<file path="config.mk">
export PLATFORM = sky130hd
export DESIGN_NAME = ei_balance_monitor
export DESIGN_NICKNAME = d
export VERILOG_FILES = /design/src/rtl/ei_balance_monitor.sv
export SDC_FILE = /design/constraint.sdc
export NUM_CORES = 1
export LEC_CHECK = 0
export BUFFER_PORTS_ARGS = -buffer_cell sky130_fd_sc_hd__buf_2
export CORE_AREA = 2 2 150 152
export CTS_BUF_LIST = sky130_fd_sc_hd__clkbuf_16
export DETAILED_ROUTE_END_ITERATION = 16
export DIE_AREA = 0 0 152 154
export PLACE_DENSITY_LB_ADDON = 0.3
export SLEW_MARGIN = 20
export SYNTH_ARGS = -nofsm -noshare
export SYNTH_HDL_FRONTEND = slang
export SYNTH_SLANG_ARGS = --single-unit
</file>
<file path="constraint.sdc">
create_clock -name clk -period 18.2 [get_ports clk]
set_input_delay 2.73 -clock clk [delete_from_list [all_inputs] [get_ports clk]]
set_output_delay 2.73 -clock clk [all_outputs]
set_load 0.02 [all_outputs]
</file>
<file path="src/rtl/ei_balance_monitor.sv">
// Windowed E-I balance monitor: per-window L2/3 envelope max/min, mean PV+ inhibition, runaway/silent flags.
// Define EI_MON_CONTINUOUS_EN to run windows back-to-back after a single start.
module ei_balance_monitor #(
  parameter int WIDTH      = 18,
  parameter int FRAC       = 14,
  parameter int WIN_LOG2   = 8,
  parameter int SETTLE_LEN = 500,
  parameter int AMP_HI     = 40000,
  parameter int AMP_LO     = 1000
) (
  input  logic                    clk,
  input  logic                    rst,
  input  logic                    clk_en,
  input  logic                    start,
  input  logic signed [WIDTH-1:0] l23_x,
  input  logic signed [WIDTH-1:0] l23_y,
  input  logic signed [WIDTH-1:0] pv_total_inhib,
  output logic                    busy,
  output logic                    done,
  output logic        [WIDTH-1:0] amp_max,
  output logic        [WIDTH-1:0] amp_min,
  output logic signed [WIDTH-1:0] inhib_mean,
  output logic                    flag_runaway,
  output logic                    flag_silent,
  output logic        [15:0]      window_count
);

  localparam int ACC_W = WIDTH + WIN_LOG2;
  localparam int CNT_W = (WIN_LOG2 + 1 > $clog2(SETTLE_LEN + 1)) ? WIN_LOG2 + 1 : $clog2(SETTLE_LEN + 1);
  localparam logic [CNT_W-1:0] SETTLE_LAST = CNT_W'(SETTLE_LEN - 1);
  localparam logic [CNT_W-1:0] WIN_LAST    = CNT_W'((2 ** WIN_LOG2) - 1);
  localparam logic [WIDTH-1:0] SAT_MAX     = {1'b0, {(WIDTH-1){1'b1}}};
  localparam logic [WIDTH-1:0] MOST_NEG    = {1'b1, {(WIDTH-1){1'b0}}};
  localparam logic [WIDTH-1:0] AMP_HI_W    = WIDTH'(AMP_HI);
  localparam logic [WIDTH-1:0] AMP_LO_W    = WIDTH'(AMP_LO);

  typedef enum logic [1:0] {S_IDLE, S_SETTLE, S_MEASURE, S_REPORT} state_t;

  state_t                    state_q, state_d;
  logic        [CNT_W-1:0]   cnt_q, cnt_d;
  logic        [WIDTH-1:0]   run_max_q, run_max_d;
  logic        [WIDTH-1:0]   run_min_q, run_min_d;
  logic signed [ACC_W-1:0]   acc_q, acc_d;
  logic                      done_q, done_d;
  logic        [WIDTH-1:0]   amp_max_q, amp_max_d;
  logic        [WIDTH-1:0]   amp_min_q, amp_min_d;
  logic signed [WIDTH-1:0]   inhib_mean_q, inhib_mean_d;
  logic                      runaway_q, runaway_d;
  logic                      silent_q, silent_d;
  logic        [15:0]        wcount_q, wcount_d;

  logic [WIDTH-1:0] abs_x, abs_y, amp;
  logic [ACC_W-1:0] inhib_ext;

  function automatic logic [WIDTH-1:0] abs_sat(input logic signed [WIDTH-1:0] v);
    logic [WIDTH-1:0] r;
    if (!v[WIDTH-1])         r = v;
    else if (v == MOST_NEG)  r = SAT_MAX;
    else                     r = -v;
    return r;
  endfunction

  // max + min/2 stays below 1.5 * SAT_MAX, so the WIDTH-bit sum cannot wrap.
  always_comb begin
    abs_x = abs_sat(l23_x);
    abs_y = abs_sat(l23_y);
    if (abs_x >= abs_y) amp = abs_x + (abs_y >> 1);
    else                amp = abs_y + (abs_x >> 1);
    inhib_ext = {{WIN_LOG2{pv_total_inhib[WIDTH-1]}}, pv_total_inhib};
  end

  always_comb begin
    state_d      = state_q;
    cnt_d        = cnt_q;
    run_max_d    = run_max_q;
    run_min_d    = run_min_q;
    acc_d        = acc_q;
    done_d       = 1'b0;
    amp_max_d    = amp_max_q;
    amp_min_d    = amp_min_q;
    inhib_mean_d = inhib_mean_q;
    runaway_d    = runaway_q;
    silent_d     = silent_q;
    wcount_d     = wcount_q;

    case (state_q)
      S_IDLE: begin
        if (start) begin
          cnt_d     = '0;
          run_max_d = '0;
          run_min_d = '1;
          acc_d     = '0;
          state_d   = (SETTLE_LEN == 0) ? S_MEASURE : S_SETTLE;
        end
      end
      S_SETTLE: begin
        if (clk_en) begin
          if (cnt_q == SETTLE_LAST) begin
            cnt_d   = '0;
            state_d = S_MEASURE;
          end else begin
            cnt_d = cnt_q + 1'b1;
          end
        end
      end
      S_MEASURE: begin
        if (clk_en) begin
          if (amp > run_max_q) run_max_d = amp;
          if ((amp != '0) && (amp < run_min_q)) run_min_d = amp;
          acc_d = acc_q + inhib_ext;
          if (cnt_q == WIN_LAST) begin
            cnt_d   = '0;
            state_d = S_REPORT;
          end else begin
            cnt_d = cnt_q + 1'b1;
          end
        end
      end
      S_REPORT: begin
        amp_max_d    = run_max_q;
        // all-ones is unreachable as an amplitude, so it marks "no nonzero sample seen"
        amp_min_d    = (run_min_q == '1) ? '0 : run_min_q;
        inhib_mean_d = acc_q[ACC_W-1:WIN_LOG2];
        runaway_d    = (run_max_q >= AMP_HI_W);
        silent_d     = (run_max_q < AMP_LO_W);
        wcount_d     = (wcount_q == 16'hFFFF) ? wcount_q : wcount_q + 16'd1;
        done_d       = 1'b1;
`ifdef EI_MON_CONTINUOUS_EN
        cnt_d        = '0;
        run_max_d    = '0;
        run_min_d    = '1;
        acc_d        = '0;
        state_d      = S_MEASURE;
`else
        state_d      = S_IDLE;
`endif
      end
      default: state_d = S_IDLE;
    endcase
  end

  always_ff @(posedge clk) begin
    if (rst) begin
      state_q      <= S_IDLE;
      cnt_q        <= '0;
      run_max_q    <= '0;
      run_min_q    <= '1;
      acc_q        <= '0;
      done_q       <= 1'b0;
      amp_max_q    <= '0;
      amp_min_q    <= '0;
      inhib_mean_q <= '0;
      runaway_q    <= 1'b0;
      silent_q     <= 1'b0;
      wcount_q     <= '0;
    end else begin
      state_q      <= state_d;
      cnt_q        <= cnt_d;
      run_max_q    <= run_max_d;
      run_min_q    <= run_min_d;
      acc_q        <= acc_d;
      done_q       <= done_d;
      amp_max_q    <= amp_max_d;
      amp_min_q    <= amp_min_d;
      inhib_mean_q <= inhib_mean_d;
      runaway_q    <= runaway_d;
      silent_q     <= silent_d;
      wcount_q     <= wcount_d;
    end
  end

  assign busy         = (state_q != S_IDLE);
  assign done         = done_q;
  assign amp_max      = amp_max_q;
  assign amp_min      = amp_min_q;
  assign inhib_mean   = inhib_mean_q;
  assign flag_runaway = runaway_q;
  assign flag_silent  = silent_q;
  assign window_count = wcount_q;

endmodule

</file>
==> metrics.cfg <==
[job]
drv_cap=0

[clock_network]
insertion_delay_ps=430
htreeDepth=4
post-cts-setup-buffers=0
cts.hold.buffers_added=0
cts_sinks=146
cts_resized=0
cts_tree=built
clockBufferDepth=2
numCtsBuffers=17
clkTransAtPathRegs_ps=60
root_buffer=clkbuf_16

[pwr]
p_leak_nw=5.93
cellPowerDensity_nw_per_um2=100
pwr-share-clk=0.263
power.internal_mw=0.743
combPwrFrac=0.460
finalPower_mw=1.28
switching_share=0.421
peakVddDrop_mv=0.0590
p_switching_mw=0.540
seqPwrFrac=0.277

[synthesis]
synth_edf_count=0
netlist_area_um2=11400
syn_area_per_cell_um2=7.82
synth_ff_type=dfxtp_1
syn_inst=1460
async_flop_share=0
postSynthNetCount=1644
synth_cell_types=80
ys_seq_area_frac=0.256
ys_ff_latch=146
yosys_warnings=0

[sta]
timing.final.crit_share=0.534
finalHoldViolCount=0
fin_tns_setup_ps=0
worst_pin_slew_ps=885
rsz0062_at_grt=false
setup_ws_ps=8480
skew_ps=9.79
clock.fmax_ghz=0.103
setup_viol=0
drv_slew=0
period_needed_ps=9720
maxSlewHeadroom=0.410

[placed_design]
place_area_um2=12200
hpwl_mm=22.1
gp_congestion=0.877
pre_cts_ws_ps=8100
numPortBuffers=131

[worst_setup_path]
end_kind=flop
worst_ep_arrival_time_ps=10070
cpMostUsedCell=a21o_1
crit_path_top_delay_cell=or3b_2
required_ps=18560
cpPeakStageDelay_ps=630
path_max_fanout=25
critPathKind=input port to flop
start_kind=input port
r2r_slack_ps=14800

[grt]
grt_pass1_vias=9914
grt_use_total=0.245
grt-ovfl-total=0
grt_pass1_wl_mm=48.3
antenna_found_initial=0
grt_max_degree=74

[routing]
postRouteAntennaNets=0
initialDrtViolationCount=770
dr.pass1.iters=5
drc=0
routed-via-count=10700
via_per_inst=5.76
wl_per_cell_um=15.6
wirelength_mm=28.9

[min_path]
hold_path_class=flop to flop

[layout]
fillerInstances=2011
fin_area_um2=12800
drive_above_1_share=0.130
nets=1744
final_common_cell=nor2_1
final_util=0.591
n_antenna_cell=0
syn_to_final_growth_pct=12.2
mostFrequentLayoutCells=nor2_1, dfxtp_1, buf_2, nand2_1, ha_1

[floorplan]
dieArea_um2=23400
initial_core_util=0.527
std_cell_rows=54
ios=132
fp.dieH_um=154
core_area_um2=21700
die_x_um=152

[status]
status=finished, final reports clean

-- worst max-delay path, delay by kind of cell --
kind                     cells  cell delay [ps]
AO/OA/AOI/OAI               13             3450
adder cells (fa/ha/maj)      3              840
buffers and inverters        3              340
multiplexers                 1              390
AND/OR/NAND/NOR              8             2330
-- state kept, by name (all words and copies together) (netlist names) --
signal and count:
acc_q 26, cnt_q 9, run_min_q 18, run_max_q 18
flag_silent 1, flag_runaway 1, amp_max 18, state_q 2
inhib_mean 18, window_count 16, done 1, amp_min 18
-- logic make-up (layout without fill, tap and decap cells) --
family | Yosys count | count (layout) | synth area share
flip-flops | 146 | 146 | 0.256
buffers and inverters | 146 | 259 | 0.0514
XOR/XNOR | 86 | 86 | 0.0659
AO/OA/AOI/OAI | 323 | 323 | 0.189
adder cells (fa/ha/maj) | 126 | 126 | 0.140
AND/OR/NAND/NOR | 562 | 562 | 0.235
multiplexers | 71 | 71 | 0.0635
-- layout make-up --
cell class | instances | area (µm²) | area share
tap | 280 | 350 | 0.0273
inverter | 90 | 338 | 0.0264
sequential | 146 | 2920 | 0.228
clock buffer | 17 | 425 | 0.0332
clock inverter | 15 | 146 | 0.0114
multi-input combinational | 1168 | 7930 | 0.619
timing repair buffer | 137 | 703 | 0.0549
-- layer usage --
metal  vias to the layer above  share of wire  global-route usage
met4                         0          0.023              0.0814
met5                         -              0                   0
li1                       5404              -                   -
met1                      4965           0.46               0.325
met3                        46          0.040              0.0349
met2                       267           0.47               0.409
-- power by group through the flow --
stage | registers (mW) | clock network, mW | logic [mW]
after floorplan | 0.360 | 0 | 0.448
after global placement | 0.362 | 0 | 0.568
after detailed placement | 0.363 | 0 | 0.579
after CTS | 0.355 | 0.342 | 0.583
after global routing | 0.358 | 0.357 | 0.653
final | 0.356 | 0.337 | 0.589
-- worst paths after layout --
path | start | to | cells past startpoint
worst max register to register | acc_q[0] | acc_q[24] | 12
worst min register to register | flag_silent | flag_silent | 2
worst min-delay path | flag_silent | flag_silent | 2
worst max-delay path | l23_x[0] | run_max_q[6] | 28
-- cell usage after synthesis (all sizes together), types with 5 or more instances --
master | number | area [µm²]
a2111oi | 5 | 62.6
a211oi | 21 | 168
a21o | 28 | 210
a21oi | 93 | 465
a22oi | 23 | 173
a31oi | 5 | 31.3
and2 | 6 | 37.5
and3 | 15 | 95.1
buf | 9 | 57.6
clkbuf | 44 | 165
dfxtp | 146 | 2920
ha | 123 | 1540
inv | 89 | 334
mux2 | 12 | 135
mux2i | 59 | 591
nand2 | 123 | 469
nand2b | 21 | 131
nand3 | 41 | 205
nand3b | 5 | 37.5
nand4 | 25 | 156
nor2 | 215 | 807
nor2b | 32 | 200
nor3 | 19 | 95.1
nor4 | 12 | 75.1
o211ai | 13 | 97.6
o21a | 12 | 90.1
o21ai | 58 | 294
o21bai | 6 | 45.0
o31ai | 10 | 75.1
o41ai | 5 | 51.3
or2 | 5 | 31.3
or3 | 13 | 81.3
or4 | 11 | 86.3
xnor2 | 27 | 236
xor2 | 59 | 517
-- stage by stage --
stage          cells  hold slack (ps)
5_1_grt         1853              496
3_5_place_dp    1821              463
6_report        1853              473
2_1_floorplan   1460              453
3_3_place_gp    1821              460
4_1_cts         1853              474
(Power assumes the default switching activity.)
